$ cat src/rtl/vp_kbd_pkg.sv
// Shared types, ASCII constants and scancode translation for the Videopac key event path.
package vp_kbd_pkg;

    typedef struct packed {
        logic       released;
        logic [7:0] ascii;
    } kbd_evt_t;

    typedef enum logic [1:0] {
        ST_IDLE,
        ST_PRESENT,
        ST_GAP
    } tx_state_t;

    localparam int JOY_KEYS = 10;

    localparam logic [7:0] ASCII_NUL   = 8'h00;
    localparam logic [7:0] ASCII_BS    = 8'h08;
    localparam logic [7:0] ASCII_LF    = 8'h0A;
    localparam logic [7:0] ASCII_YES   = 8'h11;
    localparam logic [7:0] ASCII_NO    = 8'h12;
    localparam logic [7:0] ASCII_SPACE = 8'h20;
    localparam logic [7:0] ASCII_ZERO  = 8'h30;
    localparam logic [7:0] ASCII_ONE   = 8'h31;

    // Scan code set 2 make codes; anything not listed translates to NUL and is dropped.
    function automatic logic [7:0] ps2_to_ascii(input logic [7:0] code);
        logic [7:0] a;
        case (code)
            8'h45: a = "0";
            8'h16: a = "1";
            8'h1E: a = "2";
            8'h26: a = "3";
            8'h25: a = "4";
            8'h2E: a = "5";
            8'h36: a = "6";
            8'h3D: a = "7";
            8'h3E: a = "8";
            8'h46: a = "9";
            8'h1C: a = "a";
            8'h32: a = "b";
            8'h21: a = "c";
            8'h23: a = "d";
            8'h24: a = "e";
            8'h2B: a = "f";
            8'h34: a = "g";
            8'h33: a = "h";
            8'h43: a = "i";
            8'h3B: a = "j";
            8'h42: a = "k";
            8'h4B: a = "l";
            8'h3A: a = "m";
            8'h31: a = "n";
            8'h44: a = "o";
            8'h4D: a = "p";
            8'h15: a = "q";
            8'h2D: a = "r";
            8'h1B: a = "s";
            8'h2C: a = "t";
            8'h3C: a = "u";
            8'h2A: a = "v";
            8'h1D: a = "w";
            8'h22: a = "x";
            8'h35: a = "y";
            8'h1A: a = "z";
            8'h29: a = ASCII_SPACE;
            8'h79: a = "+";
            8'h4E: a = "-";
            8'h7C: a = "*";
            8'h4A: a = "/";
            8'h55: a = "=";
            8'h1F: a = ASCII_YES;
            8'h27: a = ASCII_NO;
            8'h5A: a = ASCII_LF;
            8'h66: a = ASCII_BS;
            default: a = ASCII_NUL;
        endcase
        return a;
    endfunction

    // Keypad bits 0..8 are digits '1'..'9', bit 9 is '0'.
    function automatic logic [7:0] numpad_ascii(input logic [3:0] idx);
        return (idx == 4'd9) ? ASCII_ZERO : (ASCII_ONE + {4'd0, idx});
    endfunction

endpackage

$ cat src/rtl/vp_evt_fifo.sv
// Small circular FIFO of key events with show-ahead head output.
module vp_evt_fifo
    import vp_kbd_pkg::*;
#(
    parameter int DEPTH = 8
) (
    input  logic                   clk,
    input  logic                   rst_n,
    input  logic                   push,
    input  kbd_evt_t               push_data,
    input  logic                   pop,
    output kbd_evt_t               head,
    output logic                   full,
    output logic                   empty,
    output logic [$clog2(DEPTH):0] count
);

    localparam int AW = $clog2(DEPTH);

    kbd_evt_t      mem [DEPTH];
    logic [AW-1:0] wr_ptr;
    logic [AW-1:0] rd_ptr;
    logic          do_push;
    logic          do_pop;

    assign full    = (count == (AW+1)'(DEPTH));
    assign empty   = (count == '0);
    assign do_push = push && !full;
    assign do_pop  = pop && !empty;
    assign head    = mem[rd_ptr];

    // Storage needs no reset: flushing the pointers makes old contents unreachable.
    always_ff @(posedge clk) begin
        if (do_push) begin
            mem[wr_ptr] <= push_data;
        end
    end

    always_ff @(posedge clk or negedge rst_n) begin
        if (!rst_n) begin
            wr_ptr <= '0;
            rd_ptr <= '0;
            count  <= '0;
        end else begin
            if (do_push) begin
                wr_ptr <= wr_ptr + AW'(1);
            end
            if (do_pop) begin
                rd_ptr <= rd_ptr + AW'(1);
            end
            case ({do_push, do_pop})
                2'b10:   count <= count + (AW+1)'(1);
                2'b01:   count <= count - (AW+1)'(1);
                default: count <= count;
            endcase
        end
    end

endmodule

$ cat src/rtl/vp_key_event_tx.sv
// Turns PS/2 toggle events and keypad button edges into queued ASCII press/release
// events, presented one at a time over the ready/read handshake used by vp_keymap.
module vp_key_event_tx
    import vp_kbd_pkg::*;
#(
    parameter int DEPTH = 8
) (
    input  logic        clk_i,
    input  logic        res_n_i,
    input  logic [10:0] ps2_key_i,
    input  logic [9:0]  joy_numpad_i,
    input  logic        rx_read_i,
    output logic        rx_data_ready_o,
    output logic [7:0]  rx_ascii_o,
    output logic        rx_released_o,
    output logic        overflow_o
);

    localparam int CW = $clog2(DEPTH) + 1;

    tx_state_t              state;
    logic                   primed;
    logic                   old_toggle;
    logic [JOY_KEYS-1:0]    old_joy;
    logic [JOY_KEYS-1:0]    pend_press;
    logic [JOY_KEYS-1:0]    pend_rel;
    logic [JOY_KEYS-1:0]    eff_press;
    logic [JOY_KEYS-1:0]    eff_rel;
    logic [JOY_KEYS-1:0]    press_clr;
    logic [JOY_KEYS-1:0]    rel_clr;
    logic [7:0]             ps2_ascii;
    logic                   ps2_valid;
    logic                   ps2_push;
    logic                   joy_push;
    kbd_evt_t               joy_evt;
    kbd_evt_t               push_data;
    kbd_evt_t               fifo_head;
    logic                   fifo_full;
    logic                   fifo_empty;
    logic [CW-1:0]          fifo_count;
    logic                   fifo_push;
    logic                   fifo_pop;
    logic                   ext_unused;

    assign ext_unused = ps2_key_i[8];

    // Until the first post-reset clock has captured the inputs, no edge is trusted.
    assign ps2_ascii = ps2_to_ascii(ps2_key_i[7:0]);
    assign ps2_valid = primed && (ps2_key_i[10] != old_toggle) && (ps2_ascii != ASCII_NUL);
    assign ps2_push  = ps2_valid && !fifo_full;
    assign eff_press = pend_press | (primed ? (joy_numpad_i & ~old_joy) : '0);
    assign eff_rel   = pend_rel   | (primed ? (~joy_numpad_i & old_joy) : '0);

    // Keypad arbiter: lowest pending key wins, press before release of the same key.
    always_comb begin
        joy_push  = 1'b0;
        joy_evt   = '0;
        press_clr = '0;
        rel_clr   = '0;
        if (!ps2_push && (fifo_count != CW'(DEPTH))) begin
            for (int i = 0; i < JOY_KEYS; i++) begin
                if (!joy_push && (eff_press[i] || eff_rel[i])) begin
                    joy_push      = 1'b1;
                    joy_evt.ascii = numpad_ascii(4'(i));
                    if (eff_press[i]) begin
                        joy_evt.released = 1'b0;
                        press_clr[i]     = 1'b1;
                    end else begin
                        joy_evt.released = 1'b1;
                        rel_clr[i]       = 1'b1;
                    end
                end
            end
        end
    end

    assign fifo_push = ps2_push || joy_push;
    assign push_data = ps2_push ? kbd_evt_t'{released: ~ps2_key_i[9], ascii: ps2_ascii} : joy_evt;
    assign fifo_pop  = (state == ST_PRESENT) && rx_read_i;

    vp_evt_fifo #(
        .DEPTH(DEPTH)
    ) u_fifo (
        .clk       (clk_i),
        .rst_n     (res_n_i),
        .push      (fifo_push),
        .push_data (push_data),
        .pop       (fifo_pop),
        .head      (fifo_head),
        .full      (fifo_full),
        .empty     (fifo_empty),
        .count     (fifo_count)
    );

    always_ff @(posedge clk_i or negedge res_n_i) begin
        if (!res_n_i) begin
            primed     <= 1'b0;
            old_toggle <= 1'b0;
            old_joy    <= '0;
            pend_press <= '0;
            pend_rel   <= '0;
            overflow_o <= 1'b0;
        end else begin
            primed     <= 1'b1;
            old_toggle <= ps2_key_i[10];
            old_joy    <= joy_numpad_i;
            pend_press <= eff_press & ~press_clr;
            pend_rel   <= eff_rel & ~rel_clr;
            if (ps2_valid && fifo_full) begin
                overflow_o <= 1'b1;
            end
        end
    end

    // GAP forces ready low for one cycle after every read so the receiver sees a clean edge.
    always_ff @(posedge clk_i or negedge res_n_i) begin
        if (!res_n_i) begin
            state           <= ST_IDLE;
            rx_data_ready_o <= 1'b0;
            rx_ascii_o      <= 8'h00;
            rx_released_o   <= 1'b0;
        end else begin
            case (state)
                ST_PRESENT: begin
                    if (rx_read_i) begin
                        state           <= ST_GAP;
                        rx_data_ready_o <= 1'b0;
                    end
                end
                default: begin
                    if (!fifo_empty) begin
                        state           <= ST_PRESENT;
                        rx_data_ready_o <= 1'b1;
                        rx_ascii_o      <= fifo_head.ascii;
                        rx_released_o   <= fifo_head.released;
                    end else begin
                        state <= ST_IDLE;
                    end
                end
            endcase
        end
    end

endmodule
$ cat config.mk
export PLATFORM = sky130hd
export DESIGN_NAME = vp_key_event_tx
export DESIGN_NICKNAME = d
export VERILOG_FILES = /design/src/rtl/vp_kbd_pkg.sv /design/src/rtl/vp_evt_fifo.sv /design/src/rtl/vp_key_event_tx.sv
export SDC_FILE = /design/constraint.sdc
export NUM_CORES = 1
export LEC_CHECK = 0
export ABC_AREA = 1
export CELL_PAD_IN_SITES_DETAIL_PLACEMENT = 0
export CELL_PAD_IN_SITES_GLOBAL_PLACEMENT = 1
export CORE_AREA = 10 10 122 124
export CTS_CLUSTER_SIZE = 16
export DETAILED_ROUTE_END_ITERATION = 8
export DIE_AREA = 0 0 132 134
export PLACE_DENSITY = 0.83
export REMOVE_ABC_BUFFERS = 1
export SYNTH_ARGS = -nofsm -noshare
export SYNTH_HDL_FRONTEND = slang
export SYNTH_SLANG_ARGS = --single-unit
$ cat constraint.sdc
create_clock -name clk_i -period 7.46 [get_ports clk_i]
set_input_delay 1.492 -clock clk_i [delete_from_list [all_inputs] [get_ports clk_i]]
set_output_delay 1.492 -clock clk_i [all_outputs]
set_load 0.005 [all_outputs]
==> results.cfg <==
[critical_path]
required_ps = 7750
path_delay_family = simple AND/OR/NAND/NOR gates
crit_fanout = 8
path_buf_inv = 5
arrival_ps = 5460
cp_slowest_cell = clkdlybuf4s50_1
critPathKind = primary input to register
path_common_cell = nor2_1
endpoint_kind = register
max_stage_delay_ps = 630
regToRegSetupSlack_ps = 3700
start_kind = primary input

[final_layout]
final_cell_mix = nand2_1, nor2_1, inv_1
layout.cells.most_common = nand2_1
seqCellArea_um2 = 3270
n_antenna_cell = 0
syn_to_final_growth_pct = 18.1
drive_gt1_share_pct = 10.9
nets = 741
fillers = 1085
layout.cells.non_filler = 889
multi_input_area_um2 = 2340

[clock_tree]
hold_buffers = 0
cts_root_buffer = clkbuf_16
clockBufferDepth = 2
clk_latency_ps = 410
cts.htree.levels = 4
postCtsSetupBuffers = 0
cts_made_buffers = 17
cts_tree = built
clock_sinks = 118
post_cts_resized = 0
clk_transition_reported_paths_ps = 50

[synth]
synth_cells = 673
async_reset_ff_share_pct = 45.8
yosysWarningCount = 0
synth_seq_cells = 118
synth_edf_count = 64
synth.distinct_cells = 47
synth.avg_cell_area_um2 = 9.06
synthFlopType = edfxtp_1
ys_seq_area_share_pct = 53.7
synth_area_um2 = 6100

[grt]
grt_pass1_wl_um = 22600
overflow = 0
track_usage_pct = 15.8
grt_pass1_vias = 4616
antenna_found_initial = 0
grt_start_max_net_pins = 55

[power_and_ir_drop]
vdd_drop_max_mv = 0.158
power.density_nw_per_um2 = 380
leakagePower_nw = 3.04

[floorplanning]
rows = 41
initial_core_util_pct = 48.9
dieHeight_um = 134
core-area_um2 = 12500
dieWidth_um = 132
pin_count = 35
dieArea_um2 = 17700

[routing]
drtIter0Drc = 281
firstDrtPassIters = 5
antenna_left = 0
routed_wl_um = 13500
drc_errors = 0
wl_per_cell_um = 15.2
vias_per_cell = 5.26
num_vias = 4679

[sta]
relSlewSlack_pct = 30.3
fin_tns_setup_ps = 0
finalHoldViolCount = 0
worstMarginPinSlew_ps = 1050
final-setup-viol-count = 0
finalWorstPathRequiredPeriod_ps = 5160
fmax_mhz = 194
skew_ps = 4.93
maxSlewViolCount = 0
rsz0062_at_grt = no
setup_slack_ps = 2300
min_period_over_period_pct = 69.2

[outcome]
status = finished clean

[placement]
post-dp-hpwl_um = 9280
gp_congestion = 0.898
dp.cells = 857
pre_cts_ws_ps = 1910
port_buffers = 32

[job]
cap_violations = 0

[hold_path]
holdCritPathClass = register to register
-- cells by family (layout without fill, tap and decap cells) --
kind of cell / count (synthesis) / count (layout) / share of synthesized area [%]
AND/OR/NAND/NOR: 263 / 263 / 19.0
AO/OA/AOI/OAI: 144 / 144 / 14.4
buffers and inverters: 120 / 164 / 7.96
flip-flops: 118 / 118 / 53.7
adder cells (fa/ha/maj): 13 / 13 / 2.79
multiplexers: 7 / 7 / 1.17
XOR/XNOR: 6 / 6 / 0.862
other: 2 / 2 / 0.123
-- report_power, final --
part           internal (mW)  switching (mW)  total, mW
logic                  0.287           0.513      0.800
registers              0.928           0.104       1.03
clock network          0.620           0.283      0.902
-- worst paths after layout --
check / startpoint / end / cells past startpoint
max: ps2_key_i[0] / u_fifo.count[3] / 25
min: u_fifo.count[0] / u_fifo.count[0] / 1
max reg2reg: primed / u_fifo.count[3] / 23
min reg2reg: u_fifo.count[0] / u_fifo.count[0] / 1
max in group asynchronous: res_n_i / pend_press[4] / 2
min in group asynchronous: res_n_i / state[1] / 2
-- layout make-up --
cell class	count	area share, %
clock buffers	21	6.54
clock inverters	11	2.73
inverters	97	5.09
multi-input cells	435	32.5
flip-flops and latches	118	45.5
well taps	172	2.99
repair buffers	35	4.69
-- Yosys cell counts (4+ instances only) --
library cell,n,area (um^2)
clkbuf_1,15,56.3
dfrtp_1,54,1350
inv_1,81,304
nand2_4,4,45.0
nor3_1,4,20.0
ha_1,12,150
xor2_1,5,43.8
nor2_1,87,327
nand3_1,24,120
nand2_1,120,450
nor2_4,4,45.0
nand2_2,5,31.3
edfxtp_1,64,1920
mux2i_1,6,60.1
o21ai_0,68,340
nor2_2,8,50.1
o31ai_1,5,37.5
a21oi_1,13,65.1
a31oi_1,11,68.8
o32ai_1,10,87.6
inv_2,12,45.0
o211ai_1,4,30.0
o21ai_1,12,60.1
buf_4,4,30.0
o221ai_1,8,70.1
-- metal layers --
| layer | global-route usage (%) | share of wire, % | wire (um) | vias up |
|---|---|---|---|---|
| li1 | - | - | - | 2320 |
| met1 | 19.2 | 45 | 6070 | 2185 |
| met2 | 26.2 | 48 | 6520 | 142 |
| met3 | 4.14 | 4.8 | 650 | 32 |
| met4 | 6.18 | 2.1 | 289 | 0 |
| met5 | 0 | 0 | 0 | - |
-- state kept, by name (all words and copies together), names as in the netlist --
register / flops
old_joy: 10
old_toggle: 1
overflow_o: 1
pend_press: 10
pend_rel: 10
primed: 1
rx_ascii_o: 7
rx_data_ready_o: 1
rx_released_o: 1
state: 2
u_fifo.count: 4
u_fifo.mem: 64
u_fifo.rd_ptr: 3
u_fifo.wr_ptr: 3
-- metrics by stage --
| stage | cell area, um^2 | hold WS, ps | utilization [%] | total power [mW] |
|---|---|---|---|---|
| 2_1_floorplan | 5980 | 467 | - | 1.55 |
| 3_3_place_gp | 6530 | 488 | 52.4 | 1.82 |
| 3_5_place_dp | 6530 | 491 | 52.4 | 1.85 |
| 4_1_cts | 7200 | 503 | 57.7 | 2.76 |
| 5_1_grt | 7200 | 525 | 57.7 | 2.91 |
| 6_report | 7200 | 503 | 57.7 | 2.73 |
Note: power is estimated with default switching activity, not from simulation.
